**src/rtl/audio_pkg.sv**
```systemverilog
// Shared constants, state encoding and sample helpers for the codec ADC receive path.
package audio_pkg;

    localparam int   SAMPLE_W = 16;
    localparam logic MODE_LJ  = 1'b0;
    localparam logic MODE_I2S = 1'b1;

    typedef enum logic [1:0] {
        ST_WAIT_SYNC = 2'd0,
        ST_LEFT      = 2'd1,
        ST_RIGHT     = 2'd2
    } rx_state_e;

    // Magnitude of a two's-complement sample; the most negative code clamps to full scale.
    function automatic logic [SAMPLE_W-2:0] abs_sat(input logic [SAMPLE_W-1:0] s);
        logic [SAMPLE_W-2:0] neg;
        neg = (~s[SAMPLE_W-2:0]) + {{(SAMPLE_W-2){1'b0}}, 1'b1};
        if (!s[SAMPLE_W-1]) begin
            abs_sat = s[SAMPLE_W-2:0];
        end else if (s[SAMPLE_W-2:0] == {(SAMPLE_W-1){1'b0}}) begin
            abs_sat = {(SAMPLE_W-1){1'b1}};
        end else begin
            abs_sat = neg;
        end
    endfunction

endpackage

```
**src/rtl/sync_edge.sv**
```systemverilog
// Two-flop synchronizer with rising-edge detect on one lane; the plain lanes share
// the same two-flop delay so they stay aligned with the detected edge.
module sync_edge #(
    parameter int W = 1
) (
    input  logic         clk,
    input  logic         reset,
    input  logic         edge_in,
    input  logic [W-1:0] data_in,
    output logic         rise,
    output logic [W-1:0] data_out
);

    logic         e1_q, e2_q, e3_q;
    logic         e1_d, e2_d, e3_d;
    logic [W-1:0] d1_q, d2_q;
    logic [W-1:0] d1_d, d2_d;

    // next-state of the synchronizer chains
    always_comb begin
        e1_d = edge_in;
        e2_d = e1_q;
        e3_d = e2_q;
        d1_d = data_in;
        d2_d = d1_q;
    end

    // synchronizer flops
    always_ff @(posedge clk) begin
        if (reset) begin
            e1_q <= 1'b0;
            e2_q <= 1'b0;
            e3_q <= 1'b0;
            d1_q <= {W{1'b0}};
            d2_q <= {W{1'b0}};
        end else begin
            e1_q <= e1_d;
            e2_q <= e2_d;
            e3_q <= e3_d;
            d1_q <= d1_d;
            d2_q <= d2_d;
        end
    end

    assign rise     = e2_q & ~e3_q;
    assign data_out = d2_q;

endmodule

```
**src/rtl/audio_adc_rx.sv**
```systemverilog
// Codec ADC serial receiver: deserializes 16-bit left/right samples from the BCLK/LRCK/DAT
// stream, publishes complete frames on sample_valid and tracks a windowed left-channel peak.
module audio_adc_rx
    import audio_pkg::*;
#(
    parameter logic I2S_MODE   = 1'b1,
    parameter logic LEFT_LRCK  = 1'b0,
    parameter int   WIN_FRAMES = 4800
) (
    input  logic                clk,
    input  logic                reset,
    input  logic                AUD_BCLK,
    input  logic                AUD_ADCLRCK,
    input  logic                AUD_ADCDAT,
    output logic [SAMPLE_W-1:0] left_sample,
    output logic [SAMPLE_W-1:0] right_sample,
    output logic                sample_valid,
    output logic [7:0]          level,
    output logic                frame_err
);

    localparam int CNT_W  = $clog2(WIN_FRAMES + 1);
    localparam int PEAK_W = SAMPLE_W - 1;

    logic                rise_s, lrck_s, dat_s, slot_edge_s;
    logic [1:0]          sync_s;
    logic [SAMPLE_W-1:0] shift_in_s;
    logic [PEAK_W-1:0]   abs_s, peak_new_s;

    rx_state_e           state_q, state_d;
    logic                lrck_prev_q, lrck_prev_d, prev_valid_q, prev_valid_d;
    logic [4:0]          bit_cnt_q, bit_cnt_d;
    logic [SAMPLE_W-1:0] shift_q, shift_d;
    logic [SAMPLE_W-1:0] left_shadow_q, left_shadow_d, right_shadow_q, right_shadow_d;
    logic                left_good_q, left_good_d, done_q, done_d;
    logic [SAMPLE_W-1:0] left_sample_q, left_sample_d, right_sample_q, right_sample_d;
    logic                sample_valid_q, sample_valid_d, frame_err_q, frame_err_d;
    logic [PEAK_W-1:0]   peak_q, peak_d;
    logic [CNT_W-1:0]    frame_cnt_q, frame_cnt_d;
    logic [7:0]          level_q, level_d;

    sync_edge #(.W(2)) u_sync (
        .clk      (clk),
        .reset    (reset),
        .edge_in  (AUD_BCLK),
        .data_in  ({AUD_ADCDAT, AUD_ADCLRCK}),
        .rise     (rise_s),
        .data_out (sync_s)
    );

    assign lrck_s = sync_s[0];
    assign dat_s  = sync_s[1];

    // slot tracking and bit capture on each synchronized BCLK rise
    always_comb begin
        state_d        = state_q;
        lrck_prev_d    = lrck_prev_q;
        prev_valid_d   = prev_valid_q;
        bit_cnt_d      = bit_cnt_q;
        shift_d        = shift_q;
        left_shadow_d  = left_shadow_q;
        right_shadow_d = right_shadow_q;
        left_good_d    = left_good_q;
        frame_err_d    = frame_err_q;
        done_d         = 1'b0;
        slot_edge_s    = rise_s & prev_valid_q & (lrck_s ^ lrck_prev_q);
        shift_in_s     = {shift_q[SAMPLE_W-2:0], dat_s};
        if (rise_s) begin
            prev_valid_d = 1'b1;
            lrck_prev_d  = lrck_s;
            if (slot_edge_s) begin
                case (state_q)
                    ST_LEFT: begin
                        if (bit_cnt_q == 5'd16) begin
                            left_shadow_d = shift_q;
                            left_good_d   = 1'b1;
                        end else begin
                            left_good_d   = 1'b0;
                            frame_err_d   = 1'b1;
                        end
                    end
                    ST_RIGHT: begin
                        // a full right slot was already published on its 16th bit
                        if (bit_cnt_q != 5'd16) begin
                            frame_err_d = 1'b1;
                        end else begin
                            frame_err_d = frame_err_q;
                        end
                    end
                    default: begin
                        frame_err_d = frame_err_q;
                    end
                endcase
                if (lrck_s == LEFT_LRCK) begin
                    state_d = ST_LEFT;
                end else if (state_q == ST_WAIT_SYNC) begin
                    state_d = ST_WAIT_SYNC;
                end else begin
                    state_d = ST_RIGHT;
                end
                if (I2S_MODE == MODE_I2S) begin
                    bit_cnt_d = 5'd0;
                end else begin
                    bit_cnt_d = 5'd1;
                    shift_d   = shift_in_s;
                end
            end else if ((state_q != ST_WAIT_SYNC) && (bit_cnt_q < 5'd16)) begin
                shift_d   = shift_in_s;
                bit_cnt_d = bit_cnt_q + 5'd1;
                if ((state_q == ST_RIGHT) && (bit_cnt_q == 5'd15)) begin
                    right_shadow_d = shift_in_s;
                    done_d         = left_good_q;
                end else begin
                    done_d         = 1'b0;
                end
            end else begin
                bit_cnt_d = bit_cnt_q;
            end
        end else begin
            prev_valid_d = prev_valid_q;
        end
    end

    // frame publish and windowed peak of the left channel
    always_comb begin
        left_sample_d  = left_sample_q;
        right_sample_d = right_sample_q;
        sample_valid_d = 1'b0;
        peak_d         = peak_q;
        frame_cnt_d    = frame_cnt_q;
        level_d        = level_q;
        abs_s          = abs_sat(left_shadow_q);
        peak_new_s     = (abs_s > peak_q) ? abs_s : peak_q;
        if (done_q) begin
            left_sample_d  = left_shadow_q;
            right_sample_d = right_shadow_q;
            sample_valid_d = 1'b1;
            // closing frame of a window: fold the new sample in before publishing
            if (frame_cnt_q == CNT_W'(WIN_FRAMES - 1)) begin
                level_d     = peak_new_s[PEAK_W-1 -: 8];
                peak_d      = {PEAK_W{1'b0}};
                frame_cnt_d = {CNT_W{1'b0}};
            end else begin
                peak_d      = peak_new_s;
                frame_cnt_d = frame_cnt_q + {{(CNT_W-1){1'b0}}, 1'b1};
            end
        end else begin
            sample_valid_d = 1'b0;
        end
    end

    // state registers
    always_ff @(posedge clk) begin
        if (reset) begin
            state_q        <= ST_WAIT_SYNC;
            lrck_prev_q    <= 1'b0;
            prev_valid_q   <= 1'b0;
            bit_cnt_q      <= 5'd0;
            shift_q        <= {SAMPLE_W{1'b0}};
            left_shadow_q  <= {SAMPLE_W{1'b0}};
            right_shadow_q <= {SAMPLE_W{1'b0}};
            left_good_q    <= 1'b0;
            done_q         <= 1'b0;
            left_sample_q  <= {SAMPLE_W{1'b0}};
            right_sample_q <= {SAMPLE_W{1'b0}};
            sample_valid_q <= 1'b0;
            frame_err_q    <= 1'b0;
            peak_q         <= {PEAK_W{1'b0}};
            frame_cnt_q    <= {CNT_W{1'b0}};
            level_q        <= 8'd0;
        end else begin
            state_q        <= state_d;
            lrck_prev_q    <= lrck_prev_d;
            prev_valid_q   <= prev_valid_d;
            bit_cnt_q      <= bit_cnt_d;
            shift_q        <= shift_d;
            left_shadow_q  <= left_shadow_d;
            right_shadow_q <= right_shadow_d;
            left_good_q    <= left_good_d;
            done_q         <= done_d;
            left_sample_q  <= left_sample_d;
            right_sample_q <= right_sample_d;
            sample_valid_q <= sample_valid_d;
            frame_err_q    <= frame_err_d;
            peak_q         <= peak_d;
            frame_cnt_q    <= frame_cnt_d;
            level_q        <= level_d;
        end
    end

    assign left_sample  = left_sample_q;
    assign right_sample = right_sample_q;
    assign sample_valid = sample_valid_q;
    assign level        = level_q;
    assign frame_err    = frame_err_q;

endmodule
```
**config.mk**
```make
export PLATFORM = sky130hd
export DESIGN_NAME = audio_adc_rx
export DESIGN_NICKNAME = d
export VERILOG_FILES = /design/src/rtl/audio_pkg.sv /design/src/rtl/sync_edge.sv /design/src/rtl/audio_adc_rx.sv
export SDC_FILE = /design/constraint.sdc
export NUM_CORES = 1
export LEC_CHECK = 0
export ABC_AREA = 1
export BUFFER_PORTS_ARGS = -buffer_cell sky130_fd_sc_hd__buf_2
export CORE_MARGIN = 2
export CORE_UTILIZATION = 40
export CTS_BUF_LIST = sky130_fd_sc_hd__clkbuf_8
export CTS_CLUSTER_SIZE = 14
export DETAILED_ROUTE_END_ITERATION = 8
export PLACE_DENSITY = 0.56
export SLEW_MARGIN = 30
export SYNTH_ARGS = -nofsm -noshare
export SYNTH_HDL_FRONTEND = slang
export SYNTH_SLANG_ARGS = --single-unit
```
**constraint.sdc**
```tcl
create_clock -name clk -period 4.15 [get_ports clk]
set_input_delay 0.83 -clock clk [delete_from_list [all_inputs] [get_ports clk]]
set_output_delay 0.83 -clock clk [all_outputs]
set_load 0.01 [all_outputs]
```
# [Yosys cells after proc, flatten, opt, wreduce, memory -nomap -nowiden]
# Index checks and enable logic that the tools add are counted.
[op_classes] n_addsub=3 n_lt_le_gt_ge=2 eq_ne=8 n_mux=14 bitwise=10 reduce_logical=18
[ops] operator="2-to-1 mux 15 bit" n=4
[ops] operator="adder 15 x 1 -> 15 bit (second input constant)" n=1
[ops] operator="> comparator 15 bit" n=1
[ops] operator="zero test 15 bit" n=1
[ops] operator="inverter 15 bit" n=1
[ops] operator="adder 13 x 1 -> 13 bit (second input constant)" n=1
[ops] operator="== test 13 bit (second input constant)" n=1
[ops] operator="2-to-1 mux 13 bit" n=1
[ops] operator="2-to-1 mux 5 bit" n=2
[ops] operator="AND reduction 2 bit" n=4
[ops] operator="AND reduction 4 bit" n=2
[ops] operator="nonzero test 2 bit" n=4
[ops] operator="AND reduction 3 bit" n=2
[ops] operator="adder 5 x 1 -> 5 bit (second input constant)" n=1
[ops] operator="== test 5 x 4 -> 1 bit (second input constant)" n=1
[ops] operator="== test 5 bit (second input constant)" n=1
[ops] operator="< comparator 5 bit (second input constant)" n=1
[ops] operator="!= test 5 bit (second input constant)" n=1
[ops] operator="inverter 1 bit" n=5
[ops] operator="AND reduction 5 bit" n=1
[ops] operator="OR reduction 5 bit" n=1
[ops] operator="2-to-1 mux 1 bit" n=4
[ops] operator="2-to-1 mux 2 bit" n=2
[ops] operator="!= test 2 bit (second input constant)" n=2
[ops] operator="other kinds (7)" n=10
[totals] reg_bits=136 in_bits=5 elab_cells=77

# [Depth between registers and ports, before layout]
# Gate-level depths: netlist of run 1.
[logic_depth] word_depth=7 ltp_mapped=22 mapped_depth_nobuf=22

# [By module]
# Synthesis of run 1 repeated with hierarchy kept, for this count alone.
[hier_totals] cells_unflattened=818 hier_area_um2=5977.0
[modules_own_cells] mod="audio_adc_rx" n_inst=1 cells_per_inst=796 area_per_inst_um2=5780.5 seq_area_each_um2=2582.5
[modules_own_cells] mod="sync_edge" n_inst=1 cells_per_inst=22 area_per_inst_um2=196.4 seq_area_each_um2=140.1

# [Least setup slack after synthesis of run 1]
# No wires, ideal clock.
[synth_path] path_type="register to register" from="register left_shadow_q[0]" to="register peak_q[13]" setup_ps=132 arrival_time_ps=2480 required_ps=4018 path_slack_ps=1538 stages_incl_launch_ff=21 n_path_buf=1 synth_period_minus_slack_ps=2612 cell_sequence="dfxtp_1 inv_1 ha_1 nand3_1 nor2_1 nand3_1 buf_2 nand2_1 a21oi_1 inv_1 ha_1 nand2_1 inv_1 nand2_1 nand2_1 a21oi_1 nand2_1 nand2_2 nand2_1 nand3_1 a21oi_1"
[synth_via] elab_chain_len=7 elab_cells_between_ends=8 cone_classes="add/sub: 1; order compare: 1; mux: 4; bitwise: 1; reduce/logical: 1"
[synth_rtl] item="from (decl)" line="audio_adc_rx.sv:34" rtl="logic [SAMPLE_W-1:0] left_shadow_q, left_shadow_d, right_shadow_q, right_shadow_d;"
[synth_rtl] item="from (signal assigned)" line="audio_adc_rx.sv:160" rtl="left_shadow_q <= {SAMPLE_W{1'b0}};"
[synth_rtl] item="from (signal assigned)" line="audio_adc_rx.sv:177" rtl="left_shadow_q <= left_shadow_d;"
[synth_rtl] item="inverter 15 bit" line="audio_pkg.sv:17" rtl="neg = (~s[SAMPLE_W-2:0]) + {{(SAMPLE_W-2){1'b0}}, 1'b1};"
[synth_rtl] item="adder 15 x 1 -> 15 bit" line="audio_pkg.sv:17"
[synth_rtl] item="2-to-1 mux 15 bit" line="audio_pkg.sv:20" rtl="end else if (s[SAMPLE_W-2:0] == {(SAMPLE_W-1){1'b0}}) begin"
[synth_rtl] item="2-to-1 mux 15 bit (*)" line="audio_pkg.sv:18" rtl="if (!s[SAMPLE_W-1]) begin"
[synth_rtl] item="> comparator 15 bit" line="audio_adc_rx.sv:133" rtl="peak_new_s = (abs_s > peak_q) ? abs_s : peak_q;"
[synth_rtl] item="2-to-1 mux 15 bit (*)" line="audio_adc_rx.sv:133"
[synth_rtl] item="2-to-1 mux 15 bit (*)" line="audio_adc_rx.sv:139" rtl="if (frame_cnt_q == CNT_W'(WIN_FRAMES - 1)) begin"
[synth_rtl] item="to (signal assigned)" line="audio_adc_rx.sv:168" rtl="peak_q <= {PEAK_W{1'b0}};"
[synth_rtl] item="to (signal assigned)" line="audio_adc_rx.sv:185" rtl="peak_q <= peak_d;"
[synth_rtl] item="to (decl)" line="audio_adc_rx.sv:38" rtl="logic [PEAK_W-1:0] peak_q, peak_d;"
# Every way passes the cells marked *; elsewhere a longest branch is shown, timed or not. The select of a mux whose other input is x is not followed.
# A chain may end at the register's enable or synchronous reset.

# [Final worst setup path of run 1]
[layout_path] from="register left_shadow_q[15]" to="register peak_q[11]"
[layout_via] elab_chain_len=4
[layout_rtl] item="2-to-1 mux 15 bit (*)" line="audio_pkg.sv:18"
[layout_rtl] item="> comparator 15 bit" line="audio_adc_rx.sv:133"
[layout_rtl] item="2-to-1 mux 15 bit (*)" line="audio_adc_rx.sv:133"
[layout_rtl] item="2-to-1 mux 15 bit (*)" line="audio_adc_rx.sv:139"
# Marks and branches as above.

==> impl_metrics.env, run 1 <==
export IMPL_status="completed"
export IMPL_p_clk_share_pct=46.1
export IMPL_rsz0062_at_grt="false"
export IMPL_met2_length_mm=6.418
export IMPL_end_kind="flip-flop"
export IMPL_clock_skew_final_ns=0.008351
export IMPL_core_area_mm2=0.01453
export IMPL_fillers=1501
export IMPL_slew_headroom_pct=45.53
export IMPL_worst_slew_pin_slew_ns=0.8141
export IMPL_wl_mm=13.57
export IMPL_final_hold_violation_count=0
export IMPL_wl_met3_um=388
export IMPL_timing_fmax_mhz=311.1
export IMPL_cts_tree="yes"
export IMPL_yosysSeqAreaShare_pct=45.67
export IMPL_cp_arrival_ns=3.50
export IMPL_nets=859
export IMPL_multi_input_area_mm2=0.002681
export IMPL_synth_avg_cell_area_um2=7.443
export IMPL_cts_buffers=17
export IMPL_r2r_slack_ns=0.94
export IMPL_dp_slack_ns=1.005
export IMPL_syn_inst=801
export IMPL_r2r_end="peak_q[11]"
export IMPL_antenna_found_initial=0
export IMPL_p_int_mw=1.932
export IMPL_hpwlAfterDp_mm=9.672
export IMPL_power_density_mw_per_mm2=372.9
export IMPL_die_x_um=126.1
export IMPL_crit_start="left_shadow_q[15]"
export IMPL_yosysWarnings=0
export IMPL_wl_met1_mm=6.605
export IMPL_highest_layer="met4"
export IMPL_fin_tns_setup_ns=0
export IMPL_netSwitchingFraction_pct=22.60
export IMPL_layout_setup_ws_ns=0.9360
export IMPL_crit_end="peak_q[11]"
export IMPL_io_pin_count=47
export IMPL_dr_total_vias=5128
export IMPL_n_antenna_cell=0
export IMPL_netlist_area_mm2=0.005962
export IMPL_hold_buffers=0
export IMPL_hp_class="reg -> reg"
export IMPL_critPathRequiredTime_ns=4.44
export IMPL_p_seq_share_pct=52.4
export IMPL_cts_sinks=136
export IMPL_place_gp_congestion=0.8724
export IMPL_setup_viol=0
export IMPL_antenna_left=0
export IMPL_grt_usage_pct=17.62
export IMPL_cts_setup_buffers=0
export IMPL_cts_root_buf="clkbuf_8"
export IMPL_max_stage_delay_ns=0.70
export IMPL_viasPerCell=4.974
export IMPL_cp_start_kind="flip-flop"
export IMPL_cp_common_cell="nand2_1"
export IMPL_postLayoutCoreUtil_pct=46.06
export IMPL_drive_gt1_share_pct=13.81
export IMPL_layout_min_cycle_time_ns=3.214
export IMPL_drc=0
export IMPL_synth_ff_latch_count=136
export IMPL_wl_per_cell_um=13.16
export IMPL_maxCapViolations=0
export IMPL_cts_buffer_depth=2
export IMPL_r2r_start="left_shadow_q[15]"
export IMPL_p_leak_nw=2.991
export IMPL_path_clk_slew_ns=0.08
export IMPL_worstPathCellList="inv_2, nor3_1, nand3_1, nand2_1, nor2_1, inv_1, ha_1, a21oi_1, nand2_1, a21oi_1, nand2_1, nand2_2, nand2_1, nand3_1, a21oi_1"
export IMPL_syn_nets=826
export IMPL_regArea_mm2=0.002724
export IMPL_grt_pass1_wl_mm=22.87
export IMPL_insertion_delay_ns=0.44
export IMPL_r2r_cells=15
export IMPL_die_area_mm2=0.01590
export IMPL_area_growth_pct=12.28
export IMPL_first_global_vias=4839
export IMPL_crit_fanout=19
export IMPL_fp_row_count=44
export IMPL_die_height_um=126.1
export IMPL_numPortBuffers=46
export IMPL_worstSetupPathType="reg -> reg"
export IMPL_ctsResizeCount=0
export IMPL_ys_types=38
export IMPL_h_tree_depth=4
export IMPL_comb_power_share_pct=1.5
export IMPL_grt_max_degree=83
export IMPL_ir_drop_uv=338.0
export IMPL_hold_ws_ns=0.4026
export IMPL_overflow=0
export IMPL_slowest_stage="dfxtp_1"
export IMPL_period_share_pct=77.45
export IMPL_final_cell_mix="135 x nand2_1, 135 x dfxtp_1, 98 x inv_1"
export IMPL_initial_core_util_pct=41.02
export IMPL_maxSlewViolCount=0
export IMPL_first_iter_violations=263
export IMPL_p_sw_mw=0.5641
export IMPL_drt_pass1_iterations=4
-- state kept, by name, indices dropped and copies added (netlist names), 2 cells and up --
signal / count
level: 8
peak_q: 15
bit_cnt_q: 5
left_sample: 16
right_shadow_q: 16
state_q: 2
frame_cnt_q: 13
left_shadow_q: 16
right_sample: 16
u_sync.d1_q: 2
shift_q: 16
u_sync.data_out: 2
-- cell type report --
type | count | share of cell area [%]
clock buffer | 18 | 3.701
clock inverter | 14 | 2.579
inverter | 106 | 5.981
multi-input combinational | 526 | 40.06
sequential | 136 | 40.69
tap | 184 | 3.439
timing repair buffer | 47 | 3.551
-- synthesized netlist by cell type, drive strengths merged --
| library cell | instances | share of area [%] |
|---|---|---|
| nor3 | 12 | 1.0 |
| buf | 14 | 1.5 |
| xor2 | 3 | 0.44 |
| o221a | 1 | 0.19 |
| o21ai | 90 | 7.6 |
| clkinv | 2 | 0.13 |
| and3 | 1 | 0.10 |
| nor4 | 3 | 0.31 |
| or2 | 1 | 0.10 |
| nand3 | 49 | 4.3 |
| ha | 20 | 4.2 |
| xnor2 | 1 | 0.15 |
| inv | 104 | 6.5 |
| nand3b | 1 | 0.13 |
| dfxtp | 136 | 46 |
| o22ai | 1 | 0.10 |
| nand4 | 6 | 0.88 |
| a21oi | 102 | 9.6 |
| nor2 | 96 | 6.9 |
| clkbuf | 19 | 1.2 |
| nand2 | 137 | 8.8 |
| a211oi | 1 | 0.13 |
| a31oi | 1 | 0.10 |
-- routing by layer --
metal | vias to the layer above | global-route usage (%)
met5 | - | 0
met1 | 2372 | 23.05
met2 | 66 | 28.62
met3 | 15 | 4.460
li1 | 2675 | -
met4 | 0 | 5.624
-- stage by stage --
| stage | total power [mW] | cell area, um^2 | instances |
|---|---|---|---|
| floorplan | 1.369 | 5962 | 801 |
| global placement | 1.377 | 6271 | 999 |
| detailed placement | 1.378 | 6274 | 999 |
| CTS | 2.527 | 6694 | 1031 |
| global route | 2.586 | 6694 | 1031 |
| finish | 2.496 | 6694 | 1031 |
-- cells by family (layout without fill, tap and decap cells) --
family | count (synthesis) | in the layout | synth area share, %
and+or+nand+nor | 306 | 306 | 22.48
adders and majority gates | 20 | 20 | 4.197
buffers and inverters | 139 | 185 | 9.360
DFF | 136 | 136 | 45.67
AOI/OAI and AO/OA | 196 | 196 | 17.71
xor gates and xnor gates | 4 | 4 | 0.5877
-- worst min-delay path by stage --
stage	startpoint	end	slack [ns]	cells after the start
after floorplan	u_sync.d1_q[0]	u_sync.data_out[0]	0.39	2
after global placement	u_sync.e1_q	u_sync.e2_q	0.39	2
after detailed placement	u_sync.e1_q	u_sync.e2_q	0.39	2
after CTS	u_sync.e1_q	u_sync.e2_q	0.41	2
after global routing	u_sync.e1_q	u_sync.e2_q	0.42	2
final	u_sync.d1_q[0]	u_sync.data_out[0]	0.40	2
-- worst max-delay path, delay by kind of cell, from the launching register on --
family	cells	cell delay, ns
AOI/OAI and AO/OA	3	0.54
adders and majority gates	1	0.23
buffers and inverters	2	0.20
DFF	1	0.70
and+or+nand+nor	9	1.39
-- power groups by stage --
stage | clock, mW | combinational (mW) | sequential, mW
5_1_grt | 1.23 | 0.0421 | 1.31
3_5_place_dp | 0 | 0.0378 | 1.34
6_report | 1.15 | 0.0373 | 1.31
4_1_cts | 1.18 | 0.0379 | 1.31
2_1_floorplan | 0 | 0.0291 | 1.34
3_3_place_gp | 0 | 0.0371 | 1.34
No activity file was read; power rests on OpenSTA's default activity.
==> inputs of run 2 (changes only) <==
--- a/config.mk
+++ b/config.mk
@@ -12,7 +12,7 @@
 export CTS_BUF_LIST = sky130_fd_sc_hd__clkbuf_8
 export CTS_CLUSTER_SIZE = 14
 export DETAILED_ROUTE_END_ITERATION = 8
-export PLACE_DENSITY = 0.56
+export PLACE_DENSITY = 0.58
 export SLEW_MARGIN = 30
 export SYNTH_ARGS = -nofsm -noshare
 export SYNTH_HDL_FRONTEND = slang
==> constraint.sdc (replaced) <==
create_clock -name clk -period 2.61 [get_ports clk]
set_input_delay 0.522 -clock clk [delete_from_list [all_inputs] [get_ports clk]]
set_output_delay 0.522 -clock clk [all_outputs]
set_load 0.01 [all_outputs]
==> impl_metrics.env, run 2 (synthesis results as in run 1) <==
export IMPL_antenna_left=0
export IMPL_core_area_mm2=0.01453
export IMPL_overflow=0
export IMPL_n_antenna_cell=0
export IMPL_fillers=1423
export IMPL_layout_setup_ws_ns=-0.01870
export IMPL_r2r_end="peak_q[1]"
export IMPL_die_area_mm2=0.01590
export IMPL_grt_usage_pct=18.12
export IMPL_place_gp_congestion=0.8088
export IMPL_path_delay_family="simple AND/OR/NAND/NOR gates"
export IMPL_drt_pass1_iterations=4
export IMPL_p_clk_share_pct=45.9
export IMPL_final_common_cell="dfxtp_1"
export IMPL_crit_fanout=7
export IMPL_antenna_found_initial=0
export IMPL_viasPerCell=4.831
export IMPL_p_leak_nw=3.346
export IMPL_wl_mm=13.90
export IMPL_cp_start_kind="flip-flop"
export IMPL_crit_start="left_shadow_q[1]"
export IMPL_cts_root_buf="clkbuf_8"
export IMPL_grt_pass1_wl_mm=23.49
export IMPL_r2r_cells=19
export IMPL_h_tree_depth=4
export IMPL_r2r_slack_ns=-0.02
export IMPL_wl_per_cell_um=12.72
export IMPL_die_height_um=126.1
export IMPL_insertion_delay_ns=0.46
export IMPL_maxCapViolations=0
export IMPL_cts_sinks=136
export IMPL_violations="setup timing"
export IMPL_nets=921
export IMPL_postLayoutCoreUtil_pct=51.18
export IMPL_cts_tree="yes"
export IMPL_end_kind="flip-flop"
export IMPL_critPathRequiredTime_ns=2.99
export IMPL_hold_path_cell_count=3
export IMPL_worst_slew_pin_slew_ns=0.8696
export IMPL_slowest_stage="dfxtp_2"
export IMPL_regArea_mm2=0.002726
export IMPL_hpwlAfterDp_mm=9.463
export IMPL_setup_viol=6
export IMPL_min_from="AUD_ADCLRCK"
export IMPL_maxSlewViolCount=0
export IMPL_cp_common_cell="nor2_4"
export IMPL_rsz0062_at_grt="true"
export IMPL_ir_drop_uv=474.7
export IMPL_first_global_vias=4915
export IMPL_first_iter_violations=262
export IMPL_fin_tns_setup_ns=-0.05307
export IMPL_placed_area_mm2=0.006660
export IMPL_status="finished, violations left"
export IMPL_r2r_start="left_shadow_q[1]"
export IMPL_cp_arrival_ns=3.01
export IMPL_final_cell_mix="133 x dfxtp_1, 116 x nand2_1, 93 x inv_1"
export IMPL_path_clk_slew_ns=0.09
export IMPL_finalInstanceArea_mm2=0.007438
export IMPL_power_density_mw_per_mm2=532.0
export IMPL_initial_core_util_pct=41.02
export IMPL_worstPathCellList="inv_2, ha_4, nand3_4, nor2_4, nand4_1, nand2_1, nor2_4, inv_1, ha_4, nand2_2, nor2_2, nand3_2, inv_1, nand2_2, nand2_4, nand2_4, nor2_4, nand2_1, a21oi_1"
export IMPL_period_share_pct=100.7
export IMPL_worstSetupPathType="reg -> reg"
export IMPL_slew_headroom_pct=41.81
export IMPL_area_growth_pct=24.76
export IMPL_timing_fmax_mhz=380.4
export IMPL_worst_path_buf_inv=3
export IMPL_fp_row_count=44
export IMPL_io_pin_count=47
export IMPL_power_total_mw=3.957
export IMPL_max_stage_delay_ns=0.34
export IMPL_cts_buffer_depth=2
export IMPL_hold_path_end="u_sync.d1_q[0]"
export IMPL_numPortBuffers=46
export IMPL_dr_total_vias=5280
export IMPL_p_sw_mw=0.9647
export IMPL_layout_min_cycle_time_ns=2.629
export IMPL_multi_input_area_mm2=0.002965
export IMPL_drc=0
export IMPL_cts_buffers=17
export IMPL_clock_skew_final_ns=0.01161
export IMPL_grt_max_degree=79
export IMPL_p_int_mw=2.993
export IMPL_hp_class="in -> reg"
export IMPL_drive_gt1_share_pct=26.18
export IMPL_final_hold_violation_count=0
export IMPL_p_seq_share_pct=52.6
export IMPL_die_x_um=126.1
export IMPL_comb_power_share_pct=1.5
export IMPL_hold_buffers=0
export IMPL_netSwitchingFraction_pct=24.38
==> run 2: worst min-delay path: cells and delay by family <==
kind / cells / cell delay [ns]
buf+inv: 2 / 0.13
simple gates: 1 / 0.03
==> run 2: power by group through the flow <==
stage | logic [mW] | registers (mW) | clock network (mW)
2_1_floorplan | 0.0463 | 2.13 | 0
3_3_place_gp | 0.0608 | 2.13 | 0
3_5_place_dp | 0.0609 | 2.13 | 0
4_1_cts | 0.0608 | 2.08 | 1.86
5_1_grt | 0.0706 | 2.08 | 1.95
6_report | 0.0610 | 2.08 | 1.82
==> run 2: cell type report <==
type	count	area share (%)
well taps	184	3.095
flip-flops and latches	136	36.65
inverters	106	5.349
clock inverters	14	2.187
multi-input cells	527	39.87
repair buffers	108	9.521
clock buffers	18	3.331
==> run 2: worst max-delay path by stage <==
stage | end | cells after the start | slack [ns]
final | peak_q[1] | 19 | -0.02
after global routing | peak_q[3] | 18 | -0.17
after CTS | peak_q[3] | 19 | 0.001
after detailed placement | peak_q[1] | 18 | -0.37
after global placement | peak_q[3] | 18 | -0.34
after floorplan | peak_q[0] | 20 | 0.02
==> run 2: metal layers <==
metal	GRT usage (%)	routed length, um
met3	4.376	435
met5	0	0
met1	24.54	7033
met2	28.37	6216
met4	6.206	219
==> run 2: repair_timing <==
action,CTS,global route
setup endpoints to repair,23,23
gates cloned,1,0
gates resized for setup,32,37
pin swaps,15,21
setup buffers,7,3
==> run 2: through the flow <==
stage,cells,hold WS [ns],worst slack (ns)
2_1_floorplan,801,0.3883,0.01668
3_3_place_gp,1050,0.3895,-0.3407
3_5_place_dp,1050,0.3920,-0.3712
4_1_cts,1090,0.2268,0.001029
5_1_grt,1093,0.2492,-0.1748
6_report,1093,0.2575,-0.01870
